$ cat config.mk
export PLATFORM = sky130hd
export DESIGN_NAME = rsa_job_arbiter
export DESIGN_NICKNAME = d
export VERILOG_FILES = /design/src/rtl/rsa_pkg.sv /design/src/rtl/rr_arb2.sv /design/src/rtl/rsa_job_arbiter.sv
export SDC_FILE = /design/constraint.sdc
export NUM_CORES = 1
export LEC_CHECK = 0
export ABC_AREA = 1
export CAP_MARGIN = 30
export CORE_AREA = 2 2 548 550
export DETAILED_ROUTE_END_ITERATION = 12
export DIE_AREA = 0 0 550 552
export GPL_ROUTABILITY_DRIVEN = 0
export GPL_TIMING_DRIVEN = 0
export SYNTH_ARGS = -nofsm -noshare
export SYNTH_HDL_FRONTEND = slang
export SYNTH_HIERARCHICAL = 1
export SYNTH_SLANG_ARGS = --single-unit
$ cat constraint.sdc
create_clock -name clk -period 19.1 [get_ports clk]
set_clock_uncertainty 0.2 [all_clocks]
set_input_delay 1.91 -clock clk [delete_from_list [all_inputs] [get_ports clk]]
set_output_delay 1.91 -clock clk [all_outputs]
set_load 0.005 [all_outputs]
$ cat src/rtl/rsa_pkg.sv
// Shared definitions for the RSA job arbiter: default word width, controller
// state encoding and requester id constants.
package rsa_pkg;

    localparam int RSA_BITS = 128;

    typedef enum logic [1:0] {
        IDLE = 2'd0,
        RUN  = 2'd1,
        RESP = 2'd2,
        GAP  = 2'd3
    } arb_state_t;

    localparam logic REQ_STIM = 1'b0;
    localparam logic REQ_PB   = 1'b1;

endpackage

$ cat src/rtl/rr_arb2.sv
// Two-way round-robin arbiter: combinational one-hot grant, pointer remembers
// the last accepted requester so the other one wins the next tie.
module rr_arb2
    import rsa_pkg::*;
(
    input  logic       clk,
    input  logic       reset,
    input  logic       enable,
    input  logic [1:0] req_valid,
    input  logic       accept,
    output logic [1:0] grant,
    output logic       grant_id
);

    logic last_reg;

    always_comb begin
        grant_id = REQ_STIM;
        case (req_valid)
            2'b10:   grant_id = REQ_PB;
            2'b11:   grant_id = ~last_reg;
            default: grant_id = REQ_STIM;
        endcase
        grant = 2'b00;
        if (enable && (req_valid != 2'b00)) begin
            grant = grant_id ? 2'b10 : 2'b01;
        end
    end

    // Reset value makes requester 0 the winner of the first tie.
    always_ff @(posedge clk or posedge reset) begin
        if (reset) begin
            last_reg <= REQ_PB;
        end else if (accept) begin
            last_reg <= grant_id;
        end
    end

endmodule

$ cat src/rtl/rsa_job_arbiter.sv
// Shares one Montgomery exponentiation engine between two requesters.
// Optional watchdog abort enabled by defining RSA_ARB_TIMEOUT_EN.
module rsa_job_arbiter
    import rsa_pkg::*;
#(
    parameter int BITS           = RSA_BITS,
    parameter int TIMEOUT_CYCLES = 1048576
) (
    input  logic              clk,
    input  logic              reset,
    input  logic [1:0]        req_valid,
    output logic [1:0]        req_ready,
    input  logic [2*BITS-1:0] req_m,
    input  logic [2*BITS-1:0] req_e,
    input  logic [2*BITS-1:0] req_n,
    output logic              rsp_valid,
    input  logic              rsp_ready,
    output logic              rsp_id,
    output logic [BITS-1:0]   rsp_result,
    output logic              rsp_err,
    output logic [BITS-1:0]   eng_m,
    output logic [BITS-1:0]   eng_e,
    output logic [BITS-1:0]   eng_n,
    output logic              eng_go,
    input  logic              eng_done,
    input  logic [BITS-1:0]   eng_result,
    output logic              busy
);

    arb_state_t state_reg, state_next;

    logic [BITS-1:0] m_slice [2];
    logic [BITS-1:0] e_slice [2];
    logic [BITS-1:0] n_slice [2];

    logic [BITS-1:0] eng_m_reg, eng_e_reg, eng_n_reg;
    logic [BITS-1:0] rsp_result_reg;
    logic            rsp_id_reg;
    logic            eng_go_reg;

    logic [1:0] grant;
    logic       grant_id;
    logic       accept;
    logic       timeout_hit;

    generate
        for (genvar gi = 0; gi < 2; gi++) begin : g_slice
            assign m_slice[gi] = req_m[gi*BITS +: BITS];
            assign e_slice[gi] = req_e[gi*BITS +: BITS];
            assign n_slice[gi] = req_n[gi*BITS +: BITS];
        end
    endgenerate

    rr_arb2 u_arb (
        .clk       (clk),
        .reset     (reset),
        .enable    (state_reg == IDLE),
        .req_valid (req_valid),
        .accept    (accept),
        .grant     (grant),
        .grant_id  (grant_id)
    );

    assign req_ready = grant;
    assign accept    = |grant;

`ifdef RSA_ARB_TIMEOUT_EN
    localparam logic [31:0] WD_LIMIT = 32'(TIMEOUT_CYCLES - 1);

    logic [31:0] wd_count_reg;
    logic        rsp_err_reg;

    assign timeout_hit = (state_reg == RUN) && !eng_done && (wd_count_reg == WD_LIMIT);
    assign rsp_err     = rsp_err_reg;

    always_ff @(posedge clk or posedge reset) begin
        if (reset) begin
            wd_count_reg <= '0;
        end else if (accept) begin
            wd_count_reg <= '0;
        end else if (state_reg == RUN) begin
            wd_count_reg <= wd_count_reg + 32'd1;
        end
    end

    // Done takes priority over the watchdog when both land in the same cycle.
    always_ff @(posedge clk or posedge reset) begin
        if (reset) begin
            rsp_err_reg <= 1'b0;
        end else if (state_reg == RUN) begin
            if (eng_done) begin
                rsp_err_reg <= 1'b0;
            end else if (timeout_hit) begin
                rsp_err_reg <= 1'b1;
            end
        end
    end
`else
    logic unused_timeout;

    assign timeout_hit    = 1'b0;
    assign rsp_err        = 1'b0;
    assign unused_timeout = ^TIMEOUT_CYCLES;
`endif

    always_ff @(posedge clk or posedge reset) begin
        if (reset) begin
            state_reg <= IDLE;
        end else begin
            state_reg <= state_next;
        end
    end

    always_comb begin
        state_next = state_reg;
        case (state_reg)
            IDLE: if (accept) state_next = RUN;
            RUN:  if (eng_done || timeout_hit) state_next = RESP;
            RESP: if (rsp_ready) state_next = GAP;
            GAP:  state_next = IDLE;
            default: state_next = IDLE;
        endcase
    end

    // Operand/result datapath; eng_go rises the cycle after acceptance.
    always_ff @(posedge clk or posedge reset) begin
        if (reset) begin
            eng_m_reg      <= '0;
            eng_e_reg      <= '0;
            eng_n_reg      <= '0;
            rsp_result_reg <= '0;
            rsp_id_reg     <= 1'b0;
            eng_go_reg     <= 1'b0;
        end else if (accept) begin
            eng_m_reg  <= m_slice[grant_id];
            eng_e_reg  <= e_slice[grant_id];
            eng_n_reg  <= n_slice[grant_id];
            rsp_id_reg <= grant_id;
            eng_go_reg <= 1'b1;
        end else if (state_reg == RUN) begin
            if (eng_done) begin
                rsp_result_reg <= eng_result;
                eng_go_reg     <= 1'b0;
            end else if (timeout_hit) begin
                rsp_result_reg <= '0;
                eng_go_reg     <= 1'b0;
            end
        end
    end

    assign eng_m      = eng_m_reg;
    assign eng_e      = eng_e_reg;
    assign eng_n      = eng_n_reg;
    assign eng_go     = eng_go_reg;
    assign rsp_result = rsp_result_reg;
    assign rsp_id     = rsp_id_reg;
    assign rsp_valid  = (state_reg == RESP);
    assign busy       = (state_reg != IDLE);

endmodule

==> results of run 1 <==
## metrics by stage
step	setup WS (ps)	instance area, um^2
global route	13700	46400
finish	13740	46500
global placement	-6380	43500
detailed placement	13050	43800
CTS	13730	46200
floorplan	2580	24400
## cell usage in the layout, fill, tap and decap left out, types with 6 or more instances in the layout
master and count:
sky130_fd_sc_hd__clkinvlp_4 6, sky130_fd_sc_hd__inv_1 524, sky130_fd_sc_hd__dfrtp_1 516, sky130_fd_sc_hd__o21ai_0 8, sky130_fd_sc_hd__bufinv_16 6, sky130_fd_sc_hd__clkbuf_1 67, sky130_fd_sc_hd__clkdlybuf4s50_1 1419, sky130_fd_sc_hd__o21ai_1 120
sky130_fd_sc_hd__clkbuf_8 14, sky130_fd_sc_hd__buf_16 6, sky130_fd_sc_hd__buf_6 7, sky130_fd_sc_hd__nand2_1 1294, sky130_fd_sc_hd__diode_2 97, sky130_fd_sc_hd__buf_2 146, sky130_fd_sc_hd__o211ai_1 384, sky130_fd_sc_hd__clkbuf_16 75
sky130_fd_sc_hd__buf_4 7
## routing by layer
metal / wire [um] / vias to the layer above / global-route usage
met2: 98600 / 1824 / 0.222
met3: 33500 / 499 / 0.0820
li1: - / 12691 / -
met1: 96200 / 13630 / 0.184
met5: 615 / - / 0.000158
met4: 13100 / 92 / 0.0729
## logic make-up (layout without fill, tap and decap cells)
family                     Yosys count  after routing  synth area share
and+or+nand+nor                   1303           1303             0.202
AOI/OAI and AO/OA                  514            514             0.145
buffers and inverters              725           2290             0.120
DFF                                517            517             0.531
adders and majority gates            4              4           0.00205
other                                1             98          0.000154
## final timing paths
| path | to | slack (ps) | cells past startpoint |
|---|---|---|---|
| max in group asynchronous | eng_e[68] | 15390 | 5 |
| min | eng_e[83] | 270 | 2 |
| max | req_ready[1] | 13740 | 4 |
| min in group asynchronous | eng_n[68] | 1240 | 2 |
| min reg2reg | eng_e[83] | 270 | 2 |
| max reg2reg | eng_e[13] | 14450 | 11 |
## synth_stat cells
cell type                  instances
sky130_fd_sc_hd__a21oi_2           1
sky130_fd_sc_hd__buf_2           146
sky130_fd_sc_hd__buf_4             2
sky130_fd_sc_hd__clkbuf_1         51
sky130_fd_sc_hd__conb_1            1
sky130_fd_sc_hd__dfrtp_1         516
sky130_fd_sc_hd__dfstp_2           1
sky130_fd_sc_hd__ha_1              4
sky130_fd_sc_hd__inv_1           525
sky130_fd_sc_hd__inv_2             1
sky130_fd_sc_hd__nand2_1        1294
sky130_fd_sc_hd__nand2_2           2
sky130_fd_sc_hd__nand3_1           2
sky130_fd_sc_hd__nand3_2           1
sky130_fd_sc_hd__nand4_1           2
sky130_fd_sc_hd__nor2_2            1
sky130_fd_sc_hd__nor2_4            1
sky130_fd_sc_hd__o211ai_1        384
sky130_fd_sc_hd__o21a_1            1
sky130_fd_sc_hd__o21ai_0           8
sky130_fd_sc_hd__o21ai_1         120
## cell type report
type	count	area share
clock buffers	105	0.0458
flip-flops and latches	517	0.278
clock inverters	21	0.00622
inverters	526	0.0426
diodes	97	0.00522
repair buffers	1439	0.312
well taps	3958	0.107
multi-input cells	1822	0.183
plain buffers	199	0.0202
## report_power, final
group	total (mW)	internal, mW	switching, mW
combinational	3.68	1.53	2.15
clock	1.45	0.855	0.591
sequential	1.98	1.65	0.336
total	7.11	4.03	3.08
## worst max-delay path: stages
cell,delay [ps]
sky130_fd_sc_hd__clkdlybuf4s50_1,530
sky130_fd_sc_hd__nand2_2,80
sky130_fd_sc_hd__nor2_2,160
sky130_fd_sc_hd__clkdlybuf4s50_1,560
==> flow_summary.ini, run 1 <==
[status]
status = completed

[die]
start_util = 0.0817
fp.coreArea_mm2 = 0.298
die_h_um = 552
placementRows = 201
die-area_mm2 = 0.304
die_w_um = 550
boundaryPins = 1421

[route]
drtPass1Iterations = 5
finalWirelength_mm = 242
num_vias = 28736
detail_route.iter0.violations = 2472
drt_drc_violations_left = 0
route.antenna.remaining_nets = 0
wire_length_per_cell_after_detailed_routing_um = 27.9
vias_per_cell = 3.31

[cts]
clock_sink_count = 517
clockBufferDepth = 4
cts_tree = yes
cts-htree-levels = 3
post-cts-setup-buffers = 0
post_cts_resized = 0
hold_buffers = 0
worst_setup_hold_path_clk_slew_ps = 40
clock_insertion_delay_worst_skew_ps = 770
cts-buffers-inserted = 73
cts.root.buffer_cell = sky130_fd_sc_hd__clkbuf_16

[flow_run]
max-cap-violations = 0

[yosys]
syn-instance-count = 3064
synthesis.area_per_instance_um2 = 7.95
synth_seq_area_share = 0.531
synth_seq_cells = 517
synth_top_cells_by_area = sky130_fd_sc_hd__dfrtp_1 (53%), sky130_fd_sc_hd__nand2_1 (20%), sky130_fd_sc_hd__o211ai_1 (12%), sky130_fd_sc_hd__inv_1 (8.1%), sky130_fd_sc_hd__buf_2 (3.0%)
synthesis.nets = 3970
netlist_area_mm2 = 0.0244
post-synth-top-area-cell = sky130_fd_sc_hd__dfrtp_1
post-synth-top-area-fraction = 0.530
yosysUniqueCellTypes = 21
synthesis_warning_total = 6

[sta]
report.final.setup_viol = 0
clock.fmax_mhz = 187
slew_headroom = 0.249
totalNegativeSetupSlack_ps = 0
layout_min_cycle_time_ps = 5360
worstMarginPinSlew_ps = 1120
layout_worst_path_cycle_share = 0.281
timing_max_transition_violations_final = 0
hold_ws_ps = 275
hold_viol_final = 0
rsz0062_at_grt = false

[layout]
finalNetCount = 5484
multiInputGateArea_mm2 = 0.00851
final_cell_count_without_fillers = 8684
fraction_of_final_layout_cells_with_drive_strength_greater_than_1 = 0.0620
layout-area-overhead-vs-synth_pct = 90.9
filler_cell_count = 33954
regArea_mm2 = 0.0129
layout.core_utilization = 0.156

[global_routing]
pin_count_of_the_biggest_net_entering_global_routing = 121
vias_in_the_first_global_route = 27553
grt_first_pass_wirelength_mm = 299
grt_antenna_before_repair = 196
total_routing_usage_reported_by_global_routing = 0.153
overflow = 0

[worst_setup_path]
worstPathArrival_ps = 3250
crit_end_category = primary output
start_kind = primary input
critical_path_class = primary input to primary output
critical_path.reg2reg.startpoint = state_reg[0]
crit_path_max_fanout = 3
worst_ep_required_time_ps = 16990
critical_path.startpoint = req_valid[1]

[hold_path]
worstHoldPathType = flip-flop to flip-flop
worstHoldStart = eng_e[83]

[place]
placed_cells_incl_taps = 8459
portBuffers = 1419
final_hpwl_from_detailed_placement_mm = 213

[power]
leakagePower_nw = 20.9
vdd_drop_max_mv = 0.0707
report.power.total_mw = 7.11
power-per-cell-area_mw_per_mm2 = 153
No activity file was read; power rests on OpenSTA's default activity.
==> run 2: changes to the inputs <==
==> constraint.sdc (replaced) <==
create_clock -name clk -period 5.37 [get_ports clk]
set_clock_uncertainty 0.2 [all_clocks]
set_input_delay 0.537 -clock clk [delete_from_list [all_inputs] [get_ports clk]]
set_output_delay 0.537 -clock clk [all_outputs]
set_load 0.005 [all_outputs]
==> flow_summary.ini, run 2 (synthesis results as in run 1) <==
[cts]
cts-htree-levels = 3
clock_insertion_delay_worst_skew_ps = 800
cts.root.buffer_cell = sky130_fd_sc_hd__clkbuf_16
clock_sink_count = 517
cts_tree = yes
clockBufferDepth = 4
cts-buffers-inserted = 75
worst_setup_hold_path_clk_slew_ps = 60

[layout]
fraction_of_final_layout_cells_with_drive_strength_greater_than_1 = 0.0667
final_cell_area_mm2 = 0.0468
mostFrequentLayoutCell = sky130_fd_sc_hd__clkdlybuf4s50_1
regArea_mm2 = 0.0129
multiInputGateArea_mm2 = 0.00851
layout.core_utilization = 0.157
layout-area-overhead-vs-synth_pct = 92.1
final_cell_mix = sky130_fd_sc_hd__clkdlybuf4s50_1 (1419), sky130_fd_sc_hd__nand2_1 (1294), sky130_fd_sc_hd__inv_1 (524)
finalNetCount = 5503
filler_cell_count = 33914

[die]
placementRows = 201
die_w_um = 550
die-area_mm2 = 0.304
die_h_um = 552
fp.coreArea_mm2 = 0.298
start_util = 0.0817
boundaryPins = 1421

[place]
final_hpwl_from_detailed_placement_mm = 216
post_dp_cell_area_mm2 = 0.0440
detailedPlace.worstSlack_ps = 693
portBuffers = 1419

[worst_setup_path]
critical_path.reg2reg.startpoint = state_reg[0]
crit_path_max_fanout = 11
crit_end_category = flip-flop
start_kind = flip-flop
worst-r2r-cell-count = 11
regToRegSetupSlack_ps = 1030
worst_ep_required_time_ps = 5840
critical_path_class = flip-flop to flip-flop
crit-reg2reg-capture = eng_e[11]
worstPathArrival_ps = 4810

[global_routing]
grt_antenna_before_repair = 176
grt_first_pass_wirelength_mm = 303
pin_count_of_the_biggest_net_entering_global_routing = 41
total_routing_usage_reported_by_global_routing = 0.155
overflow = 0
vias_in_the_first_global_route = 28256

[route]
detail_route.iter0.violations = 2597
drtPass1Iterations = 5
vias_per_cell = 3.32
route.antenna.remaining_nets = 0
finalWirelength_mm = 244
wire_length_per_cell_after_detailed_routing_um = 28.1
drt_drc_violations_left = 0
num_vias = 28834

[power]
power-per-cell-area_mw_per_mm2 = 544
leakagePower_nw = 21.1
vdd_drop_max_mv = 0.246
report.power.total_mw = 25.5

[hold_path]
holdPathStages = 3
whs_endpoint = rsp_result[42]
worstHoldStart = eng_result[42]
worstHoldPathType = primary input to flip-flop

[sta]
slew_headroom = 0.304
layout_worst_path_cycle_share = 0.808
timing_max_transition_violations_final = 0
report.final.setup_viol = 0
hold_viol_final = 0
hold_ws_ps = 91.9
post-route-worst-setup-slack_ps = 1030
clock.fmax_mhz = 230
rsz0062_at_grt = false
worstMarginPinSlew_ps = 1040
layout_min_cycle_time_ps = 4340

[status]
status = completed

[flow_run]
max-cap-violations = 0
==> run 2: metal layers <==
metal  global-route usage  vias up  wire, um
li1                     -    12717         -
met1                0.185    13582     99100
met2                0.221     1907     98600
met3               0.0786      554     31100
met4               0.0858       74     14800
met5                    0        -       523
==> run 2: worst max-delay path by stage <==
stage                            start         to  slack (ps)
after global placement           reset  eng_n[31]       -7260
after floorplan                  reset   eng_e[0]       -2380
after global routing      state_reg[1]  eng_e[11]         790
after CTS                 state_reg[0]  eng_e[11]         820
final                     state_reg[0]  eng_e[11]        1030
after detailed placement  req_valid[0]  eng_e[11]         690
==> run 2: timing repair <==
item / in CTS / in global routing
endpoints found under the hold margin: 3 / 0
hold buffers: 3 / 0
resized for setup: 0 / 0
setup buffers: 0 / 0
==> run 2: report_power, final <==
group / internal (mW) / switching [mW] / total (mW)
clock: 3.07 / 2.19 / 5.26
combinational: 5.45 / 7.66 / 13.1
sequential: 5.85 / 1.24 / 7.10
total: 14.4 / 11.1 / 25.5
==> run 2: worst max-delay path, stage by stage, from the launching register on <==
cell and delay [ps]:
sky130_fd_sc_hd__dfrtp_1 400, sky130_fd_sc_hd__inv_1 110, sky130_fd_sc_hd__ha_1 320, sky130_fd_sc_hd__nand2_1 110, sky130_fd_sc_hd__a21oi_2 200, sky130_fd_sc_hd__nor2_4 150, sky130_fd_sc_hd__buf_12 190, sky130_fd_sc_hd__inv_2 570
sky130_fd_sc_hd__buf_2 580, sky130_fd_sc_hd__buf_2 660, sky130_fd_sc_hd__o211ai_1 540, sky130_fd_sc_hd__nand2_1 170
==> run 2: layout make-up <==
type	instances	share of cell area
inverters	526	0.0423
multi-input cells	1822	0.182
well taps	3958	0.106
clock buffers	93	0.0441
repair buffers	1456	0.315
clock inverters	32	0.00906
plain buffers	199	0.0200
diodes	93	0.00497
flip-flops and latches	517	0.276
==> run 2: per-stage QoR <==
step / instances / setup TNS [ps]
floorplan: 3064 / -1225640
global placement: 8441 / -3674500
finish: 8696 / 0
global route: 8658 / 0
CTS: 8600 / 0
detailed placement: 8472 / 0
